==> src/rtl/multicycle_controller_if.sv <==
// Control bundle between the multicycle controller and its datapath.
// The controller reads instruction fields and the ALU flag and drives every strobe and select.
interface multicycle_controller_if;
    logic [6:0] op;
    logic [2:0] funct3;
    logic       zero;
    logic       pcwrite;
    logic       adrsrc;
    logic       irwrite;
    logic       memwrite;
    logic       regwrite;
    logic [1:0] resultsrc;
    logic [1:0] alusrca;
    logic [1:0] alusrcb;
    logic [1:0] aluop;
    logic [2:0] immsrc;
    logic       retire;
    logic       illegal;

    modport slave (
        input  op, funct3, zero,
        output pcwrite, adrsrc, irwrite, memwrite, regwrite,
               resultsrc, alusrca, alusrcb, aluop, immsrc, retire, illegal
    );

    modport master (
        output op, funct3, zero,
        input  pcwrite, adrsrc, irwrite, memwrite, regwrite,
               resultsrc, alusrca, alusrcb, aluop, immsrc, retire, illegal
    );
endinterface

==> src/rtl/multicycle_controller.sv <==
// Multicycle RV32 subset control FSM: state register plus state-decoded datapath controls.
// Outputs follow the state directly so the first FETCH is visible as soon as reset releases.
module multicycle_controller #(
    parameter int unsigned ENABLE_BNE = 1
) (
    input logic                    clk,
    input logic                    rst_n,
    multicycle_controller_if.slave bus
);
    typedef enum logic [3:0] {
        FETCH, DECODE, MEMADR, MEMREAD, MEMWB, MEMWRITE, EXECR,
        EXECI, ALUWB, JAL, EXECJALR, JALRPC, BRANCH, LUI
    } state_t;

    localparam logic [6:0] OP_LW     = 7'b0000011;
    localparam logic [6:0] OP_SW     = 7'b0100011;
    localparam logic [6:0] OP_R      = 7'b0110011;
    localparam logic [6:0] OP_I      = 7'b0010011;
    localparam logic [6:0] OP_JAL    = 7'b1101111;
    localparam logic [6:0] OP_JALR   = 7'b1100111;
    localparam logic [6:0] OP_BRANCH = 7'b1100011;
    localparam logic [6:0] OP_LUI    = 7'b0110111;

    state_t state_reg;
    logic   op_known;
    logic   beq_sel;
    logic   bne_sel;
    logic   branch_ok;
    logic   branch_taken;

    always_comb begin
        case (bus.op)
            OP_LW, OP_SW, OP_R, OP_I, OP_JAL, OP_JALR, OP_BRANCH, OP_LUI: op_known = 1'b1;
            default: op_known = 1'b0;
        endcase
    end

    assign beq_sel      = (bus.funct3 == 3'b000);
    assign bne_sel      = (ENABLE_BNE != 0) && (bus.funct3 == 3'b001);
    assign branch_ok    = beq_sel | bne_sel;
    assign branch_taken = (beq_sel & bus.zero) | (bne_sel & ~bus.zero);

    always_ff @(posedge clk or negedge rst_n) begin
        if (!rst_n) begin
            state_reg <= FETCH;
        end else begin
            case (state_reg)
                FETCH:  state_reg <= DECODE;
                DECODE: begin
                    case (bus.op)
                        OP_LW, OP_SW: state_reg <= MEMADR;
                        OP_R:         state_reg <= EXECR;
                        OP_I:         state_reg <= EXECI;
                        OP_JAL:       state_reg <= JAL;
                        OP_JALR:      state_reg <= EXECJALR;
                        OP_BRANCH:    state_reg <= BRANCH;
                        OP_LUI:       state_reg <= LUI;
                        default:      state_reg <= FETCH;
                    endcase
                end
                MEMADR:   state_reg <= (bus.op == OP_SW) ? MEMWRITE : MEMREAD;
                MEMREAD:  state_reg <= MEMWB;
                EXECJALR: state_reg <= JALRPC;
                EXECR, EXECI, JAL, JALRPC, LUI: state_reg <= ALUWB;
                default:  state_reg <= FETCH;
            endcase
        end
    end

    logic       pcwrite, adrsrc, irwrite, memwrite, regwrite, retire, illegal;
    logic [1:0] resultsrc, alusrca, alusrcb, aluop;
    logic [2:0] immsrc;

    always_comb begin
        pcwrite   = 1'b0;
        adrsrc    = 1'b0;
        irwrite   = 1'b0;
        memwrite  = 1'b0;
        regwrite  = 1'b0;
        retire    = 1'b0;
        illegal   = 1'b0;
        resultsrc = 2'b00;
        alusrca   = 2'b00;
        alusrcb   = 2'b00;
        aluop     = 2'b00;
        immsrc    = 3'b000;
        case (state_reg)
            FETCH: begin
                irwrite   = 1'b1;
                alusrcb   = 2'b10;
                resultsrc = 2'b10;
                pcwrite   = 1'b1;
            end
            DECODE: begin
                alusrca = 2'b01;
                alusrcb = 2'b01;
                immsrc  = (bus.op == OP_JAL) ? 3'b011 : 3'b010;
                illegal = ~op_known;
            end
            MEMADR: begin
                alusrca = 2'b10;
                alusrcb = 2'b01;
                immsrc  = (bus.op == OP_SW) ? 3'b001 : 3'b000;
            end
            MEMREAD: adrsrc = 1'b1;
            MEMWB: begin
                resultsrc = 2'b01;
                regwrite  = 1'b1;
                retire    = 1'b1;
            end
            MEMWRITE: begin
                adrsrc   = 1'b1;
                memwrite = 1'b1;
                retire   = 1'b1;
            end
            EXECR: begin
                alusrca = 2'b10;
                aluop   = 2'b10;
            end
            EXECI: begin
                alusrca = 2'b10;
                alusrcb = 2'b01;
                aluop   = 2'b10;
            end
            ALUWB: begin
                regwrite = 1'b1;
                retire   = 1'b1;
            end
            JAL, JALRPC: begin
                alusrca = 2'b01;
                alusrcb = 2'b10;
                pcwrite = 1'b1;
            end
            EXECJALR: begin
                alusrca = 2'b10;
                alusrcb = 2'b01;
            end
            LUI: begin
                alusrca = 2'b11;
                alusrcb = 2'b01;
                immsrc  = 3'b100;
            end
            BRANCH: begin
                // pcwrite follows the live zero flag within this cycle
                alusrca = 2'b10;
                aluop   = 2'b01;
                pcwrite = branch_ok & branch_taken;
                retire  = branch_ok;
                illegal = ~branch_ok;
            end
            default: ;
        endcase
    end

    // Every strobe is forced low while reset is held, including the FETCH write enables.
    assign bus.pcwrite   = rst_n & pcwrite;
    assign bus.adrsrc    = rst_n & adrsrc;
    assign bus.irwrite   = rst_n & irwrite;
    assign bus.memwrite  = rst_n & memwrite;
    assign bus.regwrite  = rst_n & regwrite;
    assign bus.retire    = rst_n & retire;
    assign bus.illegal   = rst_n & illegal;
    assign bus.resultsrc = rst_n ? resultsrc : 2'b00;
    assign bus.alusrca   = rst_n ? alusrca   : 2'b00;
    assign bus.alusrcb   = rst_n ? alusrcb   : 2'b00;
    assign bus.aluop     = rst_n ? aluop     : 2'b00;
    assign bus.immsrc    = rst_n ? immsrc    : 3'b000;
endmodule
==> src/flat_wrapper.sv <==
// flat-port wrapper written by rule: the top's interface ports become plain ports
module multicycle_controller_flat 
#(
    parameter int unsigned ENABLE_BNE = 1
)
  (clk, rst_n, bus_op, bus_funct3, bus_zero, bus_pcwrite, bus_adrsrc, bus_irwrite, bus_memwrite, bus_regwrite, bus_resultsrc, bus_alusrca, bus_alusrcb, bus_aluop, bus_immsrc, bus_retire, bus_illegal);
  multicycle_controller_if bus_i ();
  input logic clk;
  input logic rst_n;
  input wire logic [$bits(bus_i.op)-1:0] bus_op;
  input wire logic [$bits(bus_i.funct3)-1:0] bus_funct3;
  input wire logic [$bits(bus_i.zero)-1:0] bus_zero;
  output wire logic [$bits(bus_i.pcwrite)-1:0] bus_pcwrite;
  output wire logic [$bits(bus_i.adrsrc)-1:0] bus_adrsrc;
  output wire logic [$bits(bus_i.irwrite)-1:0] bus_irwrite;
  output wire logic [$bits(bus_i.memwrite)-1:0] bus_memwrite;
  output wire logic [$bits(bus_i.regwrite)-1:0] bus_regwrite;
  output wire logic [$bits(bus_i.resultsrc)-1:0] bus_resultsrc;
  output wire logic [$bits(bus_i.alusrca)-1:0] bus_alusrca;
  output wire logic [$bits(bus_i.alusrcb)-1:0] bus_alusrcb;
  output wire logic [$bits(bus_i.aluop)-1:0] bus_aluop;
  output wire logic [$bits(bus_i.immsrc)-1:0] bus_immsrc;
  output wire logic [$bits(bus_i.retire)-1:0] bus_retire;
  output wire logic [$bits(bus_i.illegal)-1:0] bus_illegal;
  assign bus_i.op = bus_op;
  assign bus_i.funct3 = bus_funct3;
  assign bus_i.zero = bus_zero;
  assign bus_pcwrite = bus_i.pcwrite;
  assign bus_adrsrc = bus_i.adrsrc;
  assign bus_irwrite = bus_i.irwrite;
  assign bus_memwrite = bus_i.memwrite;
  assign bus_regwrite = bus_i.regwrite;
  assign bus_resultsrc = bus_i.resultsrc;
  assign bus_alusrca = bus_i.alusrca;
  assign bus_alusrcb = bus_i.alusrcb;
  assign bus_aluop = bus_i.aluop;
  assign bus_immsrc = bus_i.immsrc;
  assign bus_retire = bus_i.retire;
  assign bus_illegal = bus_i.illegal;
  multicycle_controller #(.ENABLE_BNE(ENABLE_BNE)) u_core (.clk(clk), .rst_n(rst_n), .bus(bus_i));
endmodule
==> config.mk <==
export PLATFORM = sky130hd
export DESIGN_NAME = multicycle_controller_flat
export DESIGN_NICKNAME = d
export VERILOG_FILES = /design/src/rtl/multicycle_controller_if.sv /design/src/rtl/multicycle_controller.sv /design/src/flat_wrapper.sv
export SDC_FILE = /design/constraint.sdc
export NUM_CORES = 1
export LEC_CHECK = 0
export ABC_CLOCK_PERIOD_IN_PS = 1330
export BUFFER_PORTS_ARGS = -buffer_cell sky130_fd_sc_hd__buf_2
export CAP_MARGIN = 20
export CORE_MARGIN = 2
export CORE_UTILIZATION = 41
export DETAILED_ROUTE_END_ITERATION = 16
export PLACE_DENSITY = 0.74
export SYNTH_ARGS = -nofsm -noshare
export SYNTH_HDL_FRONTEND = slang
export SYNTH_SLANG_ARGS = --single-unit
==> constraint.sdc <==
create_clock -name clk -period 1.33 [get_ports clk]
set_input_delay 0.133 -clock clk [delete_from_list [all_inputs] [get_ports clk]]
set_output_delay 0.133 -clock clk [all_outputs]
set_load 0.01 [all_outputs]
==> impl_metrics.yaml, run 1 <==
clock_network:
  cts-htree-levels: 1
  cts.root.buffer_cell: "clkbuf_4"
  tritoncts: "done"
  worst_setup_hold_path_clk_slew_ns: 0.04
  cts_buffer_depth: 2
  cts_inserted_buffers: 3
  clock-sinks: 4
  insertion_delay_ns: 0.23
power:
  power.clock.fraction_pct: 11.8
  share_seq_of_total_power_pct: 15.8
  finalPower_w: 0.00125
  cellInternalPower_w: 0.000709
  max-vdd-ir-drop_mv: 0.496
  p_comb_share_pct: 72.4
  power-per-cell-area_nw_per_um2: 1050
  p_leak_nw: 0.567
  switching_share_pct: 43.3
  netSwitchingPower_w: 0.000541
global_routing:
  grt_start_max_net_pins: 8
  residual_overflow_from_global_routing: 0
  grtUsageTotal_pct: 26.9
  grt_first_pass_wirelength_mm: 4.03
  grt_pass1_vias: 965
  grt_antenna_before_repair: 0
floorplanning:
  dieArea_um2: 1950
  effective_utilization_at_floorplan_pct: 43.9
  die_y_um: 44.2
  number_of_top_level_pins: 31
  row_count: 14
  die_width_um: 44.2
  core_area_um2: 1510
yosys:
  post_synth_main_area_contributors: "dfrtp_1, nand3b_1, nor3b_1"
  postSynthCellCount: 86
  yosys_cell_types: 44
  number_of_warnings_issued_by_yosys: 0
  mappedNetlistArea_um2: 662
  synth_largest_area_cell: "dfrtp_1"
  synth-seq-area-share_pct: 15.1
  netlist.area_leader.share_pct: 15.1
  synth.ff_latch_count: 4
  syn_avg_cell_area_um2: 7.70
  net_count_after_synthesis: 99
placed_design:
  routabilityCongestion: 0.802
  detailedPlacementHpwl_mm: 1.76
  dp_slack_ns: -0.103
  numPlacedInstances: 151
  place.port_buffers: 30
timing:
  worst_slew_pin_slew_ns: 0.415
  maxClockFrequency_mhz: 632
  setup_slack_ns: -0.252
  setup_repair_after_global_routing_missed_its_margin: "true"
  timing.slew.headroom_pct: 72.1
  layout_min_cycle_time_ns: 1.58
  final.period_utilization_pct: 119
  report.final.setup_viol: 18
  hold-worst-slack_ns: 0.328
  final_hold_viol_count: 0
  fin_skew_ns: 0.00455
  timing.final.max_slew_violations: 0
final_layout:
  final_core_utilization_pct: 78.9
  fillCellCount: 119
  multi_input_area_um2: 623
  max_reg_flops: 4
  finish.net_count: 160
  diode_count: 0
  finalNonFillerCells: 161
  areaGrowthSynthToFinish_pct: 79.6
  register_area_um2: 104
  layout_cells_sized_above_1_pct: 62.1
detailed_routing:
  post_drt_wl_per_cell_um: 14.7
  drc_errors: 0
  drt_iter0_markers: 20
  drt-vias-per-instance: 5.81
  route.vias.total: 936
  antenna_violating_nets_post_route: 0
  drt_wl_total_mm: 2.37
  drt_pre_antenna_iters: 4
setup_path:
  worstSetupPathType: "reg -> out"
  crit_path_end_kind: "output pin"
  rr_startpoint: "u_core.state_reg[2]$_DFF_PN0_"
  crit_path_max_fanout: 6
  crit_path_start_kind: "flop"
  worst_setup_path_startpoint: "u_core.state_reg[0]$_DFF_PN0_"
  cp.arrival_ns: 1.45
  worstPathRequired_ns: 1.20
outcome:
  status: "finished with violations"
  violations_in_the_final_reports: "setup timing"
min_path:
  type_of_the_worst_min_delay_path: "in -> async"
run:
  cap_viol_max_count: 0
==> metal layers <==
metal | track usage, % | wire length, um | vias up
met5 | 0 | 0 | -
met4 | 8.48 | 18 | 0
met3 | 2.86 | 78 | 2
met2 | 50.6 | 1290 | 32
met1 | 31.5 | 976 | 451
li1 | - | - | 451
==> synthesized netlist by cell type <==
library cell and number:
a211oi_1 1, a21boi_0 1, a21oi_1 1, a22oi_1 1
a2bb2oi_1 1, a31o_1 2, a32o_1 2, and2_1 1
and3_1 2, and3b_1 1, and4b_1 1, buf_2 3
buf_6 1, clkbuf_1 4, dfrtp_1 4, mux2_2 1
nand2_1 3, nand2b_1 4, nand3_1 1, nand3b_1 5
nand3b_2 1, nor2_1 7, nor2b_1 3, nor3_1 4
nor3b_1 4, nor4_1 2, nor4b_1 1, nor4b_2 1
nor4bb_1 1, o211a_1 1, o211ai_1 1, o21a_1 1
o21ai_0 2, o21ai_1 3, o21bai_1 1, o311ai_1 1
o31ai_1 1, o32ai_1 1, or3_1 3, or3b_2 1
or4_1 1, or4b_4 1, xnor2_1 1, xor2_1 3
==> logic make-up (layout without fill, tap and decap cells) <==
| group | count (synthesis) | count (layout) | share of synthesized area (%) |
|---|---|---|---|
| and+or+nand+nor | 48 | 48 | 48.0 |
| AOI/OAI and AO/OA | 21 | 21 | 23.6 |
| buffers and inverters | 8 | 67 | 6.24 |
| xor gates and xnor gates | 4 | 4 | 5.29 |
| DFF | 4 | 4 | 15.1 |
| muxes | 1 | 1 | 1.70 |
==> repair_timing <==
item                                    CTS  global route
gates cloned                              1             0
hold buffers                              2             0
resized for setup                        17             6
setup buffers                             4             0
pin swaps                                 5             1
endpoints found under the setup margin   17            20
endpoints found under the hold margin     4             0
==> final timing paths <==
check	endpoint	slack [ns]	depth (start not counted)
max	bus_pcwrite	-0.25	4
min	u_core.state_reg[1]$_DFF_PN0_	0.33	2
max reg2reg	u_core.state_reg[1]$_DFF_PN0_	0	3
min reg2reg	u_core.state_reg[0]$_DFF_PN0_	0.69	2
max in group asynchronous	u_core.state_reg[0]$_DFF_PN0_	0.72	3
min in group clk	u_core.state_reg[1]$_DFF_PN0_	0.34	4
==> stage by stage <==
stage | TNS, ns | area, um2
final | -2.55 | 1190
after global routing | -3.86 | 1190
after CTS | -2.19 | 1160
after detailed placement | -0.218 | 1010
after global placement | -0.102 | 1010
after floorplan | -0.0152 | 682
==> final cells by class <==
cell class              instances  area share (%)
flip-flops and latches          4            8.74
multi-input cells              74            52.4
well taps                      16            1.68
repair buffers                 64            35.3
clock buffers                   3            1.89
==> cells in the final DEF (no fill, tap or decap), types with 2 or more instances in the layout <==
cell           instances
xor2_2                 2
buf_4                 28
a32o_1                 2
nor3_2                 2
nand2b_1               3
a31o_1                 2
dfrtp_2                3
and3_1                 2
or3_1                  2
nand2_1                3
nor2_1                 7
clkbuf_4               3
nand3b_1               5
buf_2                 31
nor2b_2                2
nor3b_2                2
nor4b_2                2
buf_6                  3
dlygate4sd3_1          2
o21ai_1                4
nor3b_1                2
==> worst max-delay path: stages (launching register included) <==
cell and delay, ns:
dfrtp_2 0.44, or3_1 0.40, a21oi_2 0.16, a31o_1 0.10, buf_2 0.12
==> power groups by stage <==
stage | Clock (W) | Sequential [W] | Combinational, W
floorplan | 0 | 0.000154 | 0.000444
global placement | 0 | 0.000190 | 0.000715
detailed placement | 0 | 0.000193 | 0.000735
CTS | 0.000150 | 0.000196 | 0.000838
global route | 0.000159 | 0.000202 | 0.000979
finish | 0.000147 | 0.000197 | 0.000905
Power figures use the tool's default switching activity.
==> run 2, diff against run 1 <==
ABC_CLOCK_PERIOD_IN_PS = 1900   (was 1330)
CORE_UTILIZATION = 45   (was 41)
PLACE_DENSITY = 0.77   (was 0.74)
clock period = 1.9 ns   (was 1.33 ns; I/O delays follow)
==> run 2 against run 1 <==
  * The run now ends clean
  * Register-to-register slack improved by 0.53 ns
  * Sequential share of layout area rose by 3.3 points
  * Worst setup slack improved by 0.37 ns
  * Clock-buffer cell count did not move
  * Routed wire length fell by 25%
  * Clock skew fell by 0.0029 ns
  * Sequential power fell by 17%
  * Power fell by 48%
  * Worst hold slack improved by 0.058 ns
==> impl_metrics.yaml, run 2 (synthesized netlist as in run 1, its figures left out) <==
placed_design:
  routabilityCongestion: 0.824
  dpl-instance-area_um2: 812
  place.port_buffers: 30
  detailedPlacementHpwl_mm: 1.35
floorplanning:
  die_y_um: 42.4
  core_area_um2: 1330
  dieArea_um2: 1790
  number_of_top_level_pins: 31
  die_width_um: 42.4
  row_count: 13
  effective_utilization_at_floorplan_pct: 49.6
final_layout:
  post_layout_instance_area_um2: 852
  layout_cells_sized_above_1_pct: 38.3
  max_reg_flops: 4
  mostFrequentLayoutCell: "buf_2"
  layout.cells.most_common_list: "buf_2, nor2_1, nand3b_1"
  areaGrowthSynthToFinish_pct: 28.7
  diode_count: 0
  finish.net_count: 130
clock_network:
  clock-sinks: 4
  cts_buffer_depth: 2
  cts_inserted_buffers: 3
  cts.root.buffer_cell: "clkbuf_4"
  worst_setup_hold_path_clk_slew_ns: 0.04
  insertion_delay_ns: 0.24
  cts-htree-levels: 1
  tritoncts: "done"
setup_path:
  worstPathRequired_ns: 1.71
  crit_path_start_kind: "flop"
  cp_slowest_cell: "dfrtp_1"
  rrSetupSlack_ns: 0.53
  cp.arrival_ns: 1.59
  cpPeakStageDelay_ns: 0.51
  crit_path_end_kind: "output pin"
  crit_path_max_fanout: 12
  critical_path.cell_chain: "or3_1, a21oi_1, a31o_1, buf_2"
  rr_startpoint: "u_core.state_reg[0]$_DFF_PN0_"
  worstSetupPathType: "reg -> out"
  worst_setup_path_startpoint: "u_core.state_reg[0]$_DFF_PN0_"
timing:
  fin_skew_ns: 0.00168
  setup_repair_after_global_routing_missed_its_margin: "false"
  worst_slew_pin_slew_ns: 0.390
  finalSetupTns_ns: 0
  final_hold_viol_count: 0
  hold-worst-slack_ns: 0.386
  layout_min_cycle_time_ns: 1.78
  maxClockFrequency_mhz: 562
  timing.final.max_slew_violations: 0
  final.period_utilization_pct: 93.6
  report.final.setup_viol: 0
  timing.slew.headroom_pct: 74.0
detailed_routing:
  drt_pre_antenna_iters: 4
  drc_errors: 0
  drt_iter0_markers: 11
  antenna_violating_nets_post_route: 0
  drt_wl_total_mm: 1.79
  post_drt_wl_per_cell_um: 13.7
  route.vias.total: 773
  drt-vias-per-instance: 5.95
global_routing:
  grtUsageTotal_pct: 21.2
  grt_first_pass_wirelength_mm: 3.01
  residual_overflow_from_global_routing: 0
  grt_start_max_net_pins: 19
  grt_pass1_vias: 671
  grt_antenna_before_repair: 0
min_path:
  holdCritStartpoint: "bus_op[0]"
  type_of_the_worst_min_delay_path: "in -> reg"
run:
  cap_viol_max_count: 0
power:
  p_leak_nw: 0.405
  power-per-cell-area_nw_per_um2: 761
  max-vdd-ir-drop_mv: 0.306
outcome:
  status: "finished, final reports clean"
run 2: worst max-delay path: cells and delay by family, from the launching register on:
kind                   cells  cell delay, ns
and+or+nand+nor            1            0.40
DFF                        1            0.51
AOI/OAI and AO/OA          2            0.33
buffers and inverters      1            0.12
run 2: metal layers:
layer	up-vias	track usage, %	wire length [um]
met2	21	37.2	891
met5	-	0	0
met1	361	26.2	817
li1	389	-	-
met4	0	9.38	14
met3	2	1.29	63
run 2: final timing paths:
kind                                                 endpoint  depth (start not counted)
min in group asynchronous       u_core.state_reg[1]$_DFF_PN0_                          2
worst min register to register  u_core.state_reg[3]$_DFF_PN0_                          3
worst max register to register  u_core.state_reg[1]$_DFF_PN0_                          3
worst max-delay path                              bus_pcwrite                          4
max in group asynchronous       u_core.state_reg[2]$_DFF_PN0_                          2
worst min-delay path            u_core.state_reg[0]$_DFF_PN0_                          4
run 2: per-stage QoR:
stage	setup slack (ns)	cells	power [W]	util [%]
after CTS	0.0837	130	0.000643	63.3
after detailed placement	0.285	126	0.000534	60.9
after global routing	0.00860	130	0.000706	63.9
after floorplan	0.429	86	0.000403	-
after global placement	0.302	126	0.000520	60.9
final	0.121	130	0.000649	63.9
run 2: layout make-up:
| cell class | count | area [um2] |
|---|---|---|
| Sequential cell | 4 | 103 |
| Fill cell | 131 | 482 |
| Multi-Input combinational cell | 74 | 526 |
| Clock buffer | 3 | 22.5 |
| Timing Repair Buffer | 34 | 183 |
| Tap cell | 15 | 18.8 |
run 2: power breakdown:
part | internal (W) | switching [W]
Clock | 0.0000706 | 0.0000342
Combinational | 0.000178 | 0.000203
Sequential | 0.000104 | 0.0000594
run 2: repair_timing:
action,4_1_cts,5_1_grt
buffers inserted,0,0
resized for setup,0,3
hold buffers,1,0
endpoints found under the setup margin,0,2
endpoints found under the hold margin,4,0
==> run 3, diff against run 2 <==
==> constraint.sdc (replaced) <==
create_clock -name clk -period 1.9 [get_ports clk]
set_input_delay 0.475 -clock clk [delete_from_list [all_inputs] [get_ports clk]]
set_output_delay 0.475 -clock clk [all_outputs]
set_load 0.01 [all_outputs]
==> run 3 against run 2 <==
  * The run now ends with setup timing left
  * Sequential share of layout area decreased by 3.1 points
  * Critical path type is now in -> out
  * Flip-flop and latch count is the same
  * Register-to-register slack worse by 0.12 ns
  * Worst hold slack got worse by 0.16 ns
  * Largest cell class unchanged
  * Via count up 20%
  * Clock-buffer cell count unchanged
  * First-iteration DRC count up 100%
==> impl_metrics.yaml, run 3 (synthesized netlist as in run 1, its figures left out) <==
clock_network:
  cts_inserted_buffers: 3
  cts-htree-levels: 1
  insertion_delay_ns: 0.24
  cts.root.buffer_cell: "clkbuf_4"
  cts-hold-fix-buffers: 0
  worst_setup_hold_path_clk_slew_ns: 0.04
  clock-sinks: 4
  cts_buffer_depth: 2
  tritoncts: "done"
floorplanning:
  row_count: 13
  dieArea_um2: 1790
  die_width_um: 42.4
  effective_utilization_at_floorplan_pct: 49.6
  number_of_top_level_pins: 31
  die_y_um: 42.4
  core_area_um2: 1330
placed_design:
  place.port_buffers: 30
  dp_slack_ns: -0.172
  detailedPlacementHpwl_mm: 1.48
  routabilityCongestion: 0.790
  numPlacedInstances: 142
setup_path:
  cp.arrival_ns: 1.58
  critical_path.cell_chain: "buf_6, or4b_4, nor4b_2, o211a_1, buf_2"
  worstSetupPathType: "in -> out"
  worstPathRequired_ns: 1.42
  crit_path_end_kind: "output pin"
  cp_slowest_cell: "or4b_4"
  crit_path_start_kind: "primary input"
  cpPeakStageDelay_ns: 0.53
  cpLargestDelayFamily: "simple AND/OR/NAND/NOR gates"
  crit_path_max_fanout: 2
  critPathBufInv: 2
timing:
  timing.final.max_slew_violations: 0
  final_hold_viol_count: 0
  timing.slew.headroom_pct: 79.6
  setup_slack_ns: -0.157
  fin_skew_ns: 0.000814
  hold-worst-slack_ns: 0.224
  final.period_utilization_pct: 108
  worst_slew_pin_slew_ns: 0.301
  maxClockFrequency_mhz: 486
  setup_repair_after_global_routing_missed_its_margin: "true"
  report.final.setup_viol: 5
  layout_min_cycle_time_ns: 2.06
final_layout:
  diode_count: 0
  layout.cells.most_common_list: "buf_2, buf_4, buf_6"
  final_core_utilization_pct: 86.7
  register_area_um2: 104
  layout_cells_sized_above_1_pct: 59.1
  multi_input_area_um2: 632
  finalNonFillerCells: 152
  max_reg_flops: 4
  mostFrequentLayoutCell: "buf_2"
  finish.net_count: 152
  fillCellCount: 72
  areaGrowthSynthToFinish_pct: 74.7
detailed_routing:
  post_drt_wl_per_cell_um: 15.9
  drt-vias-per-instance: 6.13
  drt_iter0_markers: 22
  antenna_violating_nets_post_route: 0
  drt_pre_antenna_iters: 4
  drc_errors: 0
  route.vias.total: 931
  drt_wl_total_mm: 2.42
outcome:
  violations_in_the_final_reports: "setup timing"
  status: "finished with violations"
global_routing:
  grtUsageTotal_pct: 27.0
  grt_pass1_vias: 838
  grt_first_pass_wirelength_mm: 3.75
  grt_start_max_net_pins: 11
  residual_overflow_from_global_routing: 0
  grt_antenna_before_repair: 0
power:
  finalPower_w: 0.000877
  max-vdd-ir-drop_mv: 0.380
  power-per-cell-area_nw_per_um2: 759
  p_leak_nw: 0.544
min_path:
  type_of_the_worst_min_delay_path: "in -> async"
run:
  cap_viol_max_count: 0
-- run 3: changes by cell type in the layout (fill, tap and decap cells not counted), moves of 2 or more --
| cell | previous run | this run |
|---|---|---|
| buf_6 | 0 | 7 |
| nor2_4 | 0 | 2 |
| nand2b_1 | 4 | 2 |
| buf_2 | 30 | 27 |
| buf_4 | 3 | 22 |
| nor3_1 | 4 | 2 |
| nor2_1 | 7 | 5 |
-- run 3: final timing paths --
check                                               from                       endpoint  slack [ns]  cells past startpoint
setup / recovery                               bus_op[2]                  bus_immsrc[0]       -0.16                      5
hold / removal                                     rst_n  u_core.state_reg[2]$_DFF_PN0_        0.22                      2
setup reg to reg           u_core.state_reg[1]$_DFF_PN0_  u_core.state_reg[1]$_DFF_PN0_        0.41                      4
hold reg to reg            u_core.state_reg[0]$_DFF_PN0_  u_core.state_reg[0]$_DFF_PN0_        0.76                      2
max in group asynchronous                          rst_n  u_core.state_reg[1]$_DFF_PN0_        1.54                      2
min in group clk                               bus_op[1]  u_core.state_reg[0]$_DFF_PN0_        0.71                      4
-- run 3: through the flow --
step | setup TNS, ns | cell area, um2
after floorplan | -0.108 | 662
after global placement | -0.300 | 932
after detailed placement | -0.308 | 932
after CTS | -0.199 | 1060
after global routing | -0.891 | 1160
final | -0.397 | 1160
-- run 3: area by class of cell --
type                       instances  area share [%]
tap                               15            1.62
clock buffer                       3            1.95
multi-input combinational         74            54.7
sequential                         4            8.98
timing repair buffer              56            32.8
-- run 3: worst reg2reg max path, cell delays in order, from the launching register on --
cell and delay [ns]:
dfrtp_2 0.45, buf_4 0.16, buf_4 0.15, or4_1 0.53, o21ai_1 0.13
-- run 3: power breakdown --
group          internal [W]  total [W]  switching, W
clock             0.0000706   0.000105     0.0000343
sequential         0.000106   0.000141     0.0000344
combinational      0.000314   0.000632      0.000318
total              0.000491   0.000877      0.000386
-- run 3: timing repair --
item                                    4_1_cts  5_1_grt
buffers inserted                              4        3
endpoints found under the setup margin        8       11
pin swaps                                     3        4
resized for setup                            18       16
-- run 3: per-layer routing --
| layer | vias up | share of wire [%] | GRT usage, % |
|---|---|---|---|
| met2 | 53 | 53 | 46.8 |
| li1 | 434 | - | - |
| met4 | 0 | 1.7 | 15.0 |
| met1 | 439 | 40 | 32.6 |
| met5 | - | 0 | 0 |
| met3 | 5 | 4.9 | 1.72 |
